--- src/rtl/genesis_clk_pkg.sv ---
// Shared constants for the Genesis clock-enable generator.
// Increments assume a 24-bit accumulator clocked at 100 MHz.
package genesis_clk_pkg;

    localparam int ACC_W_DEF = 24;

    typedef enum logic [1:0] {
        CH_M68K = 2'd0,
        CH_Z80  = 2'd1,
        CH_VDP  = 2'd2,
        CH_PSG  = 2'd3
    } ch_idx_e;

    // The PSG rate is the Z80 rate divided by 16.
    localparam logic [ACC_W_DEF-1:0] INC_M68K = 24'd1286813;  // 7.670 MHz
    localparam logic [ACC_W_DEF-1:0] INC_Z80  = 24'd600546;   // 3.580 MHz
    localparam logic [ACC_W_DEF-1:0] INC_VDP  = 24'd2252055;  // 13.423 MHz
    localparam logic [ACC_W_DEF-1:0] INC_PSG  = 24'd37534;    // 223.7 kHz

endpackage

--- src/rtl/genesis_clk_enable_gen_channel.sv ---
// One NCO channel: phase accumulator, shadowed increment and toggle clock.
// A new increment takes effect only on a pulse boundary, or at once if the channel is idle.
module genesis_nco_channel
    import genesis_clk_pkg::*;
#(
    parameter int               ACC_W   = ACC_W_DEF,
    parameter logic [ACC_W-1:0] DEF_INC = {ACC_W{1'b0}}
) (
    input  logic             clk,
    input  logic             rst,
    input  logic             en_i,
    input  logic             sync_i,
    input  logic             we_i,
    input  logic [ACC_W-1:0] inc_i,
    output logic             ce_o,
    output logic             clk_o,
    output logic             pend_o,
    output logic [ACC_W-1:0] inc_o
);

    logic [ACC_W-1:0] acc_q, acc_d;
    logic [ACC_W-1:0] inc_q, inc_d;
    logic [ACC_W-1:0] shadow_q, shadow_d;
    logic             ce_q, ce_d;
    logic             clk_q, clk_d;
    logic             pend_q, pend_d;
    logic [ACC_W:0]   sum_s;
    logic             carry_s;
    logic             immed_s;

    // Next-state: accumulate, toggle on carry, and decide when the shadow becomes active.
    always_comb begin
        sum_s    = {1'b0, acc_q} + {1'b0, inc_q};
        carry_s  = sum_s[ACC_W];
        // An idle channel has no pulse boundary to wait for.
        immed_s  = ~en_i | (inc_q == {ACC_W{1'b0}});
        acc_d    = acc_q;
        ce_d     = 1'b0;
        clk_d    = clk_q;
        inc_d    = inc_q;
        shadow_d = shadow_q;
        pend_d   = pend_q;
        if (sync_i) begin
            acc_d  = {ACC_W{1'b0}};
            clk_d  = 1'b0;
            pend_d = 1'b0;
            if (we_i) begin
                inc_d    = inc_i;
                shadow_d = inc_i;
            end else begin
                inc_d    = shadow_q;
            end
        end else begin
            if (en_i) begin
                acc_d = sum_s[ACC_W-1:0];
                ce_d  = carry_s;
                if (carry_s) begin
                    clk_d = ~clk_q;
                end else begin
                    clk_d = clk_q;
                end
            end else begin
                ce_d = 1'b0;
            end
            if (we_i) begin
                shadow_d = inc_i;
                if (immed_s) begin
                    inc_d  = inc_i;
                    pend_d = 1'b0;
                end else begin
                    pend_d = 1'b1;
                end
            end else if (immed_s || carry_s) begin
                inc_d  = shadow_q;
                pend_d = 1'b0;
            end else begin
                pend_d = pend_q;
            end
        end
    end

    // State register with synchronous reset to the default increment.
    always_ff @(posedge clk) begin
        if (rst) begin
            acc_q    <= {ACC_W{1'b0}};
            inc_q    <= DEF_INC;
            shadow_q <= DEF_INC;
            ce_q     <= 1'b0;
            clk_q    <= 1'b0;
            pend_q   <= 1'b0;
        end else begin
            acc_q    <= acc_d;
            inc_q    <= inc_d;
            shadow_q <= shadow_d;
            ce_q     <= ce_d;
            clk_q    <= clk_d;
            pend_q   <= pend_d;
        end
    end

    assign ce_o   = ce_q;
    assign clk_o  = clk_q;
    assign pend_o = pend_q;
    assign inc_o  = inc_q;

endmodule

--- src/rtl/genesis_clk_enable_gen.sv ---
// Multi-channel fractional clock-enable generator for the Genesis top level.
// Decodes increment writes to one channel and broadcasts the phase-align strobe.
module genesis_clk_enable_gen
    import genesis_clk_pkg::*;
#(
    parameter int                      NUM_CH      = 4,
    parameter int                      ACC_W       = ACC_W_DEF,
    parameter logic [NUM_CH*ACC_W-1:0] DEFAULT_INC = {(NUM_CH*ACC_W){1'b0}},
    localparam int                     CH_W        = (NUM_CH > 1) ? $clog2(NUM_CH) : 1
) (
    input  logic                      CLK100MHZ,
    input  logic                      CPU_RESET,
    input  logic [NUM_CH-1:0]         en_i,
    input  logic                      sync_i,
    input  logic                      cfg_we_i,
    input  logic [CH_W-1:0]           cfg_ch_i,
    input  logic [ACC_W-1:0]          cfg_inc_i,
    output logic [NUM_CH-1:0]         ce_o,
    output logic [NUM_CH-1:0]         clk_o,
    output logic [NUM_CH-1:0]         pend_o,
    output logic [NUM_CH*ACC_W-1:0]   inc_o
);

    logic [NUM_CH-1:0] we_s;

    for (genvar g = 0; g < NUM_CH; g++) begin : g_ch
        // Indices beyond NUM_CH match no channel, so such writes are dropped.
        assign we_s[g] = cfg_we_i & (cfg_ch_i == CH_W'(g));

        genesis_nco_channel #(
            .ACC_W   (ACC_W),
            .DEF_INC (DEFAULT_INC[g*ACC_W +: ACC_W])
        ) u_ch (
            .clk    (CLK100MHZ),
            .rst    (CPU_RESET),
            .en_i   (en_i[g]),
            .sync_i (sync_i),
            .we_i   (we_s[g]),
            .inc_i  (cfg_inc_i),
            .ce_o   (ce_o[g]),
            .clk_o  (clk_o[g]),
            .pend_o (pend_o[g]),
            .inc_o  (inc_o[g*ACC_W +: ACC_W])
        );
    end

endmodule

--- config.mk ---
export PLATFORM = sky130hd
export DESIGN_NAME = genesis_clk_enable_gen
export DESIGN_NICKNAME = d
export VERILOG_FILES = /design/src/rtl/genesis_clk_pkg.sv /design/src/rtl/genesis_clk_enable_gen_channel.sv /design/src/rtl/genesis_clk_enable_gen.sv
export SDC_FILE = /design/constraint.sdc
export NUM_CORES = 1
export LEC_CHECK = 0
export ABC_AREA = 1
export BUFFER_PORTS_ARGS = -buffer_cell sky130_fd_sc_hd__buf_2
export CORE_MARGIN = 5
export CORE_UTILIZATION = 60
export DETAILED_ROUTE_END_ITERATION = 12
export GPL_TIMING_DRIVEN = 0
export PLACE_DENSITY = 0.8
export SETUP_SLACK_MARGIN = 0.2
export SYNTH_ARGS = -nofsm -noshare
export SYNTH_HDL_FRONTEND = slang
export SYNTH_SLANG_ARGS = --single-unit
--- constraint.sdc ---
create_clock -name CLK100MHZ -period 2.55 [get_ports CLK100MHZ]
set_input_delay 0.255 -clock CLK100MHZ [delete_from_list [all_inputs] [get_ports CLK100MHZ]]
set_output_delay 0.255 -clock CLK100MHZ [all_outputs]
set_load 0.005 [all_outputs]
Word level (Yosys, flattened, before mapping):

Index checks and enable logic that the tools add are counted.

* flip-flop bits (word level): 300
* output and inout bits: 108

* $add $sub $neg: 4
* equal/unequal tests: 7
* muxes and demuxes: 32
* bitwise gates (word level): 16
* reductions and logical operators: 30

Operator list (number)
* $mux W24: 20
* $add A24 B24 Y25: 4
* $logic_not A24 Y1: 4
* $reduce_and A2 Y1: 8
* $mux W1: 12
* $ne A3 B3 Y1 const B: 4
* $reduce_bool A3 Y1: 4
* $reduce_or A3 Y1: 4
* $not A1 Y1: 8
* $reduce_bool A2 Y1: 4
* $and A1 B1 Y1: 4
* $eq A2 B2 Y1 const B: 2
* $logic_or A1 B1 Y1: 4
* $or A1 B1 Y1: 4
* $eq A2 B1 Y1 const B: 1
* $logic_not A2 Y1: 1
* $reduce_or A2 Y1: 1

Logic depth before layout (Yosys ltp):

Gate-level depths: netlist (run 1).

* depth after elaboration: 6
* mapped depth: 14

Cells and area by module:

A second synthesis (run 1) with hierarchy kept.

* cell total of the unflattened synthesis: 2625
* area, all modules: 17677.0 µm²

Modules (own cells, without submodules)
* genesis_nco_channel (g_ch[0].u_ch): times used 1, cells an instance 654, area each 4476.8 µm²
* genesis_nco_channel (g_ch[2].u_ch): times used 1, cells an instance 655, area each 4438.0 µm²
* genesis_nco_channel (g_ch[1].u_ch): times used 1, cells an instance 655, area each 4367.9 µm²
* genesis_nco_channel (g_ch[3].u_ch): times used 1, cells an instance 653, area each 4364.2 µm²
* genesis_clk_enable_gen: times used 1, cells an instance 8, area each 30.0 µm²

Worst setup path before layout (run 1):

Ideal clock, no wire load.

* path type: flip-flop to flip-flop
* start point: register g_ch[1].u_ch.inc_q[0]
* end point: register g_ch[1].u_ch.inc_q[13]
* setup time: 64 ps
* data arrival time: 1987 ps
* required time: 2486 ps
* setup slack: 499 ps
* stages on the path, launching flop included: 14
* clock period less this slack: 2051 ps
* cells stage by stage: dfxtp_1 ha_1 fa_1 nand3_1 nand2_1 nand2_1 nand2_2 nand2_1 nand4_1 nand2_2 buf_6 buf_6 a21oi_2 nor2_1

* word-level cells in the longest chain between the ends: 5
* elaborated cells on any way between the ends: 7
* classes of those cells: add/sub (1); eq/ne (1); bitwise (1); reduce/logical (4)

RTL lines
* start: declaration: RTL line genesis_clk_enable_gen_channel.sv:22 `logic [ACC_W-1:0] inc_q, inc_d;`
* start signal: assignment: RTL line genesis_clk_enable_gen_channel.sv:93 `inc_q <= inc_d;`
* parallel branches: the longest is 4 deep, another holds $add A24 B24 Y25
* $reduce_and A2 Y1 (no source line) *

Mark *: on every way between the ends.
A chain may end at the register's enable or synchronous reset.

Final worst setup path (run 1):

* start point: input CPU_RESET
* end point: register g_ch[0].u_ch.acc_q[23]

* word-level cells in the longest chain between the ends: 1

RTL lines
* start: declaration: RTL line genesis_clk_enable_gen.sv:12 `input logic CPU_RESET,`
* $reduce_or A2 Y1 (no source line)
* end signal: assignment: RTL line genesis_clk_enable_gen_channel.sv:85 `acc_q <= {ACC_W{1'b0}};`
* end: declaration: RTL line genesis_clk_enable_gen_channel.sv:21 `logic [ACC_W-1:0] acc_q, acc_d;`

Every way passes these cells.

==> results of run 1 <==
## synthesized netlist by cell type, types with 35 or more instances
| cell type | instances | area [um2] |
|---|---|---|
| sky130_fd_sc_hd__a21oi_2 | 45 | 394 |
| sky130_fd_sc_hd__nand2_1 | 527 | 1980 |
| sky130_fd_sc_hd__ha_1 | 96 | 1200 |
| sky130_fd_sc_hd__xor2_1 | 35 | 307 |
| sky130_fd_sc_hd__o21ai_0 | 163 | 816 |
| sky130_fd_sc_hd__clkbuf_1 | 71 | 267 |
| sky130_fd_sc_hd__or2_2 | 101 | 632 |
| sky130_fd_sc_hd__nand3_1 | 201 | 1010 |
| sky130_fd_sc_hd__a21oi_1 | 180 | 901 |
| sky130_fd_sc_hd__dfxtp_1 | 300 | 6010 |
| sky130_fd_sc_hd__inv_1 | 452 | 1700 |
| sky130_fd_sc_hd__nor2_1 | 546 | 2050 |
## power by group
part / total, uW / internal, uW / switching (uW)
logic: 2320 / 890 / 1430
clock network: 4940 / 2900 / 2050
registers: 5220 / 4960 / 268
## logic make-up (layout without fill, tap and decap cells)
kind of cell | Yosys count | in the layout | share of synthesized area (%)
buf+inv | 582 | 788 | 12.5
fa+ha+maj | 100 | 100 | 6.84
compound gates | 465 | 465 | 14.0
flops | 300 | 300 | 32.1
simple gates | 1449 | 1449 | 32.8
xor+xnor | 38 | 38 | 1.78
## layout make-up
cell class	count	area, um2	share of cell area [%]
multi-input combinational	2052	10700	49.9
sequential	300	6030	28.0
clock buffer	46	1010	4.69
clock inverter	13	111	0.517
tap	396	495	2.30
inverter	460	1730	8.02
buffer	122	659	3.06
timing repair buffer	147	756	3.51
## flip-flops by register name, summed over array words and instances, names as in the netlist
name,flops
g_ch.u_ch.acc_q,96
g_ch.u_ch.ce_o,4
g_ch.u_ch.clk_o,4
g_ch.u_ch.inc_o,96
g_ch.u_ch.pend_o,4
g_ch.u_ch.shadow_q,96
## tightest hold or removal path, cell delays in order
cell and delay (ns):
sky130_fd_sc_hd__buf_2 0.16, sky130_fd_sc_hd__o21ai_1 0.11, sky130_fd_sc_hd__nor2_1 0.08
## how the worst max path moves through the flow
stage                          start                      to  slack (ns)  cells after the start
2_1_floorplan  g_ch[1].u_ch.inc_o[0]  g_ch[1].u_ch.inc_o[13]        0.50                     13
3_3_place_gp               CPU_RESET  g_ch[3].u_ch.acc_q[10]       -0.05                      8
3_5_place_dp               CPU_RESET  g_ch[2].u_ch.acc_q[14]       -0.11                      8
4_1_cts        g_ch[3].u_ch.inc_o[0]  g_ch[3].u_ch.inc_o[22]        0.20                     13
5_1_grt        g_ch[1].u_ch.inc_o[8]   g_ch[1].u_ch.inc_o[6]        0.15                     12
6_report                   CPU_RESET  g_ch[0].u_ch.acc_q[23]        0.24                      8
## layer usage
metal,track usage [%],up-vias,wire length [um]
met3,5.47,144,5330
met5,0,-,0
li1,-,9546,-
met1,44.4,8853,25300
met4,10.7,0,2110
met2,51.0,786,25700
## what timing repair did
action / in CTS / in global routing
setup endpoints to repair: 29 / 100
gates resized for setup: 3 / 92
pin swaps: 2 / 14
buffers inserted: 0 / 8
## per-stage QoR
stage	setup TNS (ns)	hold WS (ns)	power [uW]	area, um2	setup slack [ns]
finish	0	0.140	12500	21500	0.240
CTS	0	0.119	12400	21000	0.197
floorplan	0	0.420	6760	18700	0.499
global route	0	0.142	13100	21500	0.153
global placement	-0.508	0.448	7400	19900	-0.0539
detailed placement	-0.799	0.456	7470	19900	-0.109
==> flow_summary.toml, run 1 <==
[cells_and_area]
layout.filler_cells = 2714
final_cell_mix = "sky130_fd_sc_hd__nor2_1 (542), sky130_fd_sc_hd__nand2_1 (518), sky130_fd_sc_hd__inv_1 (452), sky130_fd_sc_hd__dfxtp_1 (282), sky130_fd_sc_hd__nand3_1 (199)"
drive_above_1_share_pct = 15.5
layout_commonest_cell = "sky130_fd_sc_hd__nor2_1"
synthToLayoutAreaGrowth_pct = 14.9
num_antenna_cells = 0
finalCoreUtilization_pct = 70.2
design.final.nets = 3252
non_filler_instance_count_after_layout = 3536

[synthesis]
yosys_warnings = 0
synth.avg_cell_area_um2 = 6.38
synth_ff_type = "sky130_fd_sc_hd__dfxtp_1"
yosysUniqueCellTypes = 41
synth_async_sr_flop_share_pct = 0
ys_seq_elements = 300
seq_area_frac_synth_pct = 32.1
post_synth_inst_count = 2934
synth_edf_count = 0
mapped_nets = 3068
syn-cell-area_um2 = 18700

[drt]
vias_per_instance = 5.47
firstDrtPassIters = 6
routed_wire_length_per_instance_um = 16.5
via_count = 19300
drt-total-wl_um = 58500
drc = 0
drtAntennaViolNets = 0
drt_first_iter_violations = 1786

[global_route]
global_route.usage.total_pct = 32.0
grt_pass1_wl_um = 93100
antenna_found_initial = 1
number_of_global_route_vias_before_repair = 18400
largest_net_degree_at_the_start_of_global_routing = 16
remaining_global_route_overflow = 0

[setup_path]
slowest_delay_ns = 0.88
worst_path_buf_inv = 5
series_of_cell_instances_along_the_critical_path = "clkbuf_1 > nor2_1 > inv_1 > buf_2 > buf_1 > nor2_1 > nand2_1 > inv_1"
timing.critical_path.arrival_ns = 2.72
crit_path_slowest_cell = "sky130_fd_sc_hd__buf_1"
crit_fanout = 10
ff_to_ff_start = "g_ch[0].u_ch.inc_o[7]"
start_kind = "primary input"
cp_data_required_time_ns = 2.96
crit_path_end_kind = "flip-flop"
crit-reg2reg-capture = "g_ch[0].u_ch.inc_o[1]"
crit_type = "in2reg"
ff2ff_setup_slack_ns = 0.32
worst-r2r-cell-count = 12
timing.critical_path.max_delay_family = "buffers and inverters"

[floorplan]
fp.coreArea_um2 = 30700
die_w_um = 187
num_rows = 64
boundaryPins = 142
floorplan.initialDensity_pct = 61.0
die-area_um2 = 34800
die_h_um = 187

[clock_tree]
cts-buffers-inserted = 35
cts_tree = "yes"
holdBufCountCts = 0
cts.path.max_buffers = 3
clk_root_buf = "sky130_fd_sc_hd__clkbuf_16"
insertion_delay_to_the_later_sink_of_the_worst_skew_pair_ns = 0.51
numClockSinks = 300
htree_levels = 2
cts.reportedPaths.clkPinSlew_ns = 0.06

[pwr]
leak_uw = 0.0118
power.ir.vdd_worst_uv = 416
power.density_cell_area_nw_per_um2 = 580

[timing]
worst_margin_slew_ns = 1.12
timing_max_transition_violations_final = 0
max_freq_mhz = 433
finalHoldViolations = 0
worst_slew_margin_rel_pct = 25.4
final.min_clock_period_ns = 2.31
finalSetupViolations = 0
grt_setup_unrepaired = "no"
finalCritPeriodShare_pct = 90.6
finalClockSkew_ns = 0.0111

[worst_hold_path]
hold_class = "in2reg"
holdCritStartpoint = "cfg_inc_i[22]"
timing.hold.worst_path_depth = 3
terminating_pin_of_the_worst_hold_path = "g_ch[3].u_ch.shadow_q[22]"

[place]
globalplace.congestion = 0.986
io_buffer_count = 139
detailed_place_hpwl_um = 44000
numPlacedInstances = 3469

[outcome]
result_of_the_run = "finished clean"

[flow_run]
max_cap_violations = 0
No activity file was read; power rests on OpenSTA's default activity.
==> run 2, diff against run 1 <==
CTS_BUF_LIST = sky130_fd_sc_hd__clkbuf_8   (was unset)
clock period = 2.7 ns   (was 2.55 ns; I/O delays follow)
==> run 2 against run 1 <==
Global-route usage up 0.073 points; count of clock-buffer cells in the layout up 27; final cell count is 0.90% higher; routed wire length down 0.79%; first-iteration DRC count decreased by 10%; hold slack got worse by 0.085 ns; largest cell class unchanged; cell area decreased by 1.4%; critical path depth grew 4.
==> flow_summary.toml, run 2 (synthesis gave the netlist of run 1 again) <==
[global_route]
use_met3_pct = 5.66
gr-max-usage-layer = "met2"
global_route.usage.total_pct = 32.1
number_of_global_route_vias_before_repair = 18500
global_route.usage.met1_pct = 44.1
groute.layer.met2.usage_pct = 51.1
remaining_global_route_overflow = 0
grt_pass1_wl_um = 93100
antenna_found_initial = 0
largest_net_degree_at_the_start_of_global_routing = 14

[place]
globalplace.congestion = 0.986
io_buffer_count = 139
place_ws_ns = 0.0263
detailed_place_hpwl_um = 44000

[setup_path]
cp_data_required_time_ns = 3.20
worst-r2r-cell-count = 12
series_of_cell_instances_along_the_critical_path = "ha_1 > nand2_1 > nor2_2 > nand2_1 > nor2_1 > nand2_2 > nand4_1 > nand2_2 > buf_6 > buf_6 > a21oi_2 > nor2_1"
ff2ff_setup_slack_ns = 0.38
timing.critical_path.arrival_ns = 2.82
worstSetupPathDepth = 12
crit_fanout = 10
timing.critical_path.max_delay_family = "simple AND/OR/NAND/NOR gates"
worst_path_buf_inv = 2
start_kind = "flip-flop"
crit_path_end_kind = "flip-flop"
slowest_delay_ns = 0.38
crit_type = "reg2reg"
crit_path_slowest_cell = "sky130_fd_sc_hd__dfxtp_1"

[pwr]
leak_uw = 0.0119
power.density_cell_area_nw_per_um2 = 563
total_power_uw = 11900
power.ir.vdd_worst_uv = 637

[timing]
finalClockSkew_ns = 0.0301
fin_setup_tns_ns = 0
timing_max_transition_violations_final = 0
worst_margin_slew_ns = 1.10
finalSetupViolations = 0
grt_setup_unrepaired = "no"
max_freq_mhz = 430
finalHoldViolations = 0
worst_slew_margin_rel_pct = 26.8
final.min_clock_period_ns = 2.32
finalCritPeriodShare_pct = 86.1
fin_ws_ns = 0.377

[flow_run]
max_cap_violations = 0

[drt]
drt_first_iter_violations = 1607
drc = 0
drt-total-wl_um = 58000
drtAntennaViolNets = 0
routed_wire_length_per_instance_um = 16.3
vias_per_instance = 5.41
via_count = 19300
firstDrtPassIters = 6

[clock_tree]
htree_levels = 2
cts.reportedPaths.clkPinSlew_ns = 0.07
cts_tree = "yes"
numClockSinks = 300
cts-buffers-inserted = 52
clk_root_buf = "sky130_fd_sc_hd__clkbuf_8"
cts.path.max_buffers = 3
holdBufCountCts = 0
insertion_delay_to_the_later_sink_of_the_worst_skew_pair_ns = 0.61

[cells_and_area]
synthToLayoutAreaGrowth_pct = 13.3
layout_commonest_cell = "sky130_fd_sc_hd__nor2_1"
design.final.nets = 3262
num_antenna_cells = 0
finalCoreUtilization_pct = 69.2
final_cell_mix = "sky130_fd_sc_hd__nor2_1 (546), sky130_fd_sc_hd__nand2_1 (524), sky130_fd_sc_hd__inv_1 (461), sky130_fd_sc_hd__dfxtp_1 (300), sky130_fd_sc_hd__nand3_1 (200)"
drive_above_1_share_pct = 14.2

[floorplan]
num_rows = 64
die_w_um = 187
floorplan.initialDensity_pct = 61.0
die_h_um = 187
boundaryPins = 142
fp.coreArea_um2 = 30700
die-area_um2 = 34800

[outcome]
result_of_the_run = "finished clean"

[worst_hold_path]
hold_class = "in2reg"
timing.hold.worst_path_depth = 3
[run 2: cell types whose count changed in the layout (fill, tap and decap cells not counted), moves of 6 or more]
cell,before,now
sky130_fd_sc_hd__dfxtp_1,282,300
sky130_fd_sc_hd__ha_1,69,95
sky130_fd_sc_hd__dfxtp_2,18,0
sky130_fd_sc_hd__buf_4,23,14
sky130_fd_sc_hd__ha_2,8,1
sky130_fd_sc_hd__clkbuf_16,37,0
sky130_fd_sc_hd__clkbuf_8,5,73
sky130_fd_sc_hd__nand2_1,518,524
sky130_fd_sc_hd__ha_4,19,0
sky130_fd_sc_hd__inv_1,452,461
[run 2: power by group]
part / total (uW) / leakage [uW] / switching [uW] / internal (uW)
clock: 4910 / 0.000680 / 2020 / 2890
sequential: 4910 / 0.00246 / 235 / 4680
combinational: 2120 / 0.00878 / 1340 / 780
total: 11900 / 0.0119 / 3600 / 8340
[run 2: worst reg2reg max path, delay by kind of cell, from the launching register on]
kind            cells  cell delay [ns]
compound gates      1             0.14
simple gates        8             1.00
flops               1             0.38
fa+ha+maj           1             0.38
buf+inv             2             0.30
[run 2: final timing paths]
path	start	endpoint
setup reg to reg	g_ch[0].u_ch.inc_o[8]	g_ch[0].u_ch.inc_o[13]
setup / recovery	g_ch[0].u_ch.inc_o[8]	g_ch[0].u_ch.inc_o[13]
hold reg to reg	g_ch[0].u_ch.pend_o	g_ch[0].u_ch.pend_o
hold / removal	cfg_inc_i[22]	g_ch[3].u_ch.shadow_q[22]
[run 2: metrics by stage]
step / std cells / hold slack (ns) / cell area [um2]
2_1_floorplan: 2934 / 0.435 / 18700
3_3_place_gp: 3469 / 0.448 / 19900
3_5_place_dp: 3469 / 0.456 / 19900
4_1_cts: 3567 / 0.0191 / 21200
5_1_grt: 3568 / 0.0468 / 21200
6_report: 3568 / 0.0544 / 21200
[run 2: area by class of cell]
class                           count  area [um2]
Multi-Input combinational cell   2052       10400
Fill cell                        2774        9460
Sequential cell                   300        6010
Inverter                          460        1730
Clock buffer                       73        1000
Timing Repair Buffer              140         703
Buffer                            122         623
Tap cell                          396         495
Clock inverter                     25         248
[run 2: what timing repair did]
action	CTS	global route
setup endpoints to repair	0	72
resized for setup	0	14
setup buffers	0	1
[run 2: routing by layer]
layer	part of all wire (%)	wire (um)
met4	3.4	1970
met2	44	25500
met3	9.1	5280
met5	0	0
met1	44	25300
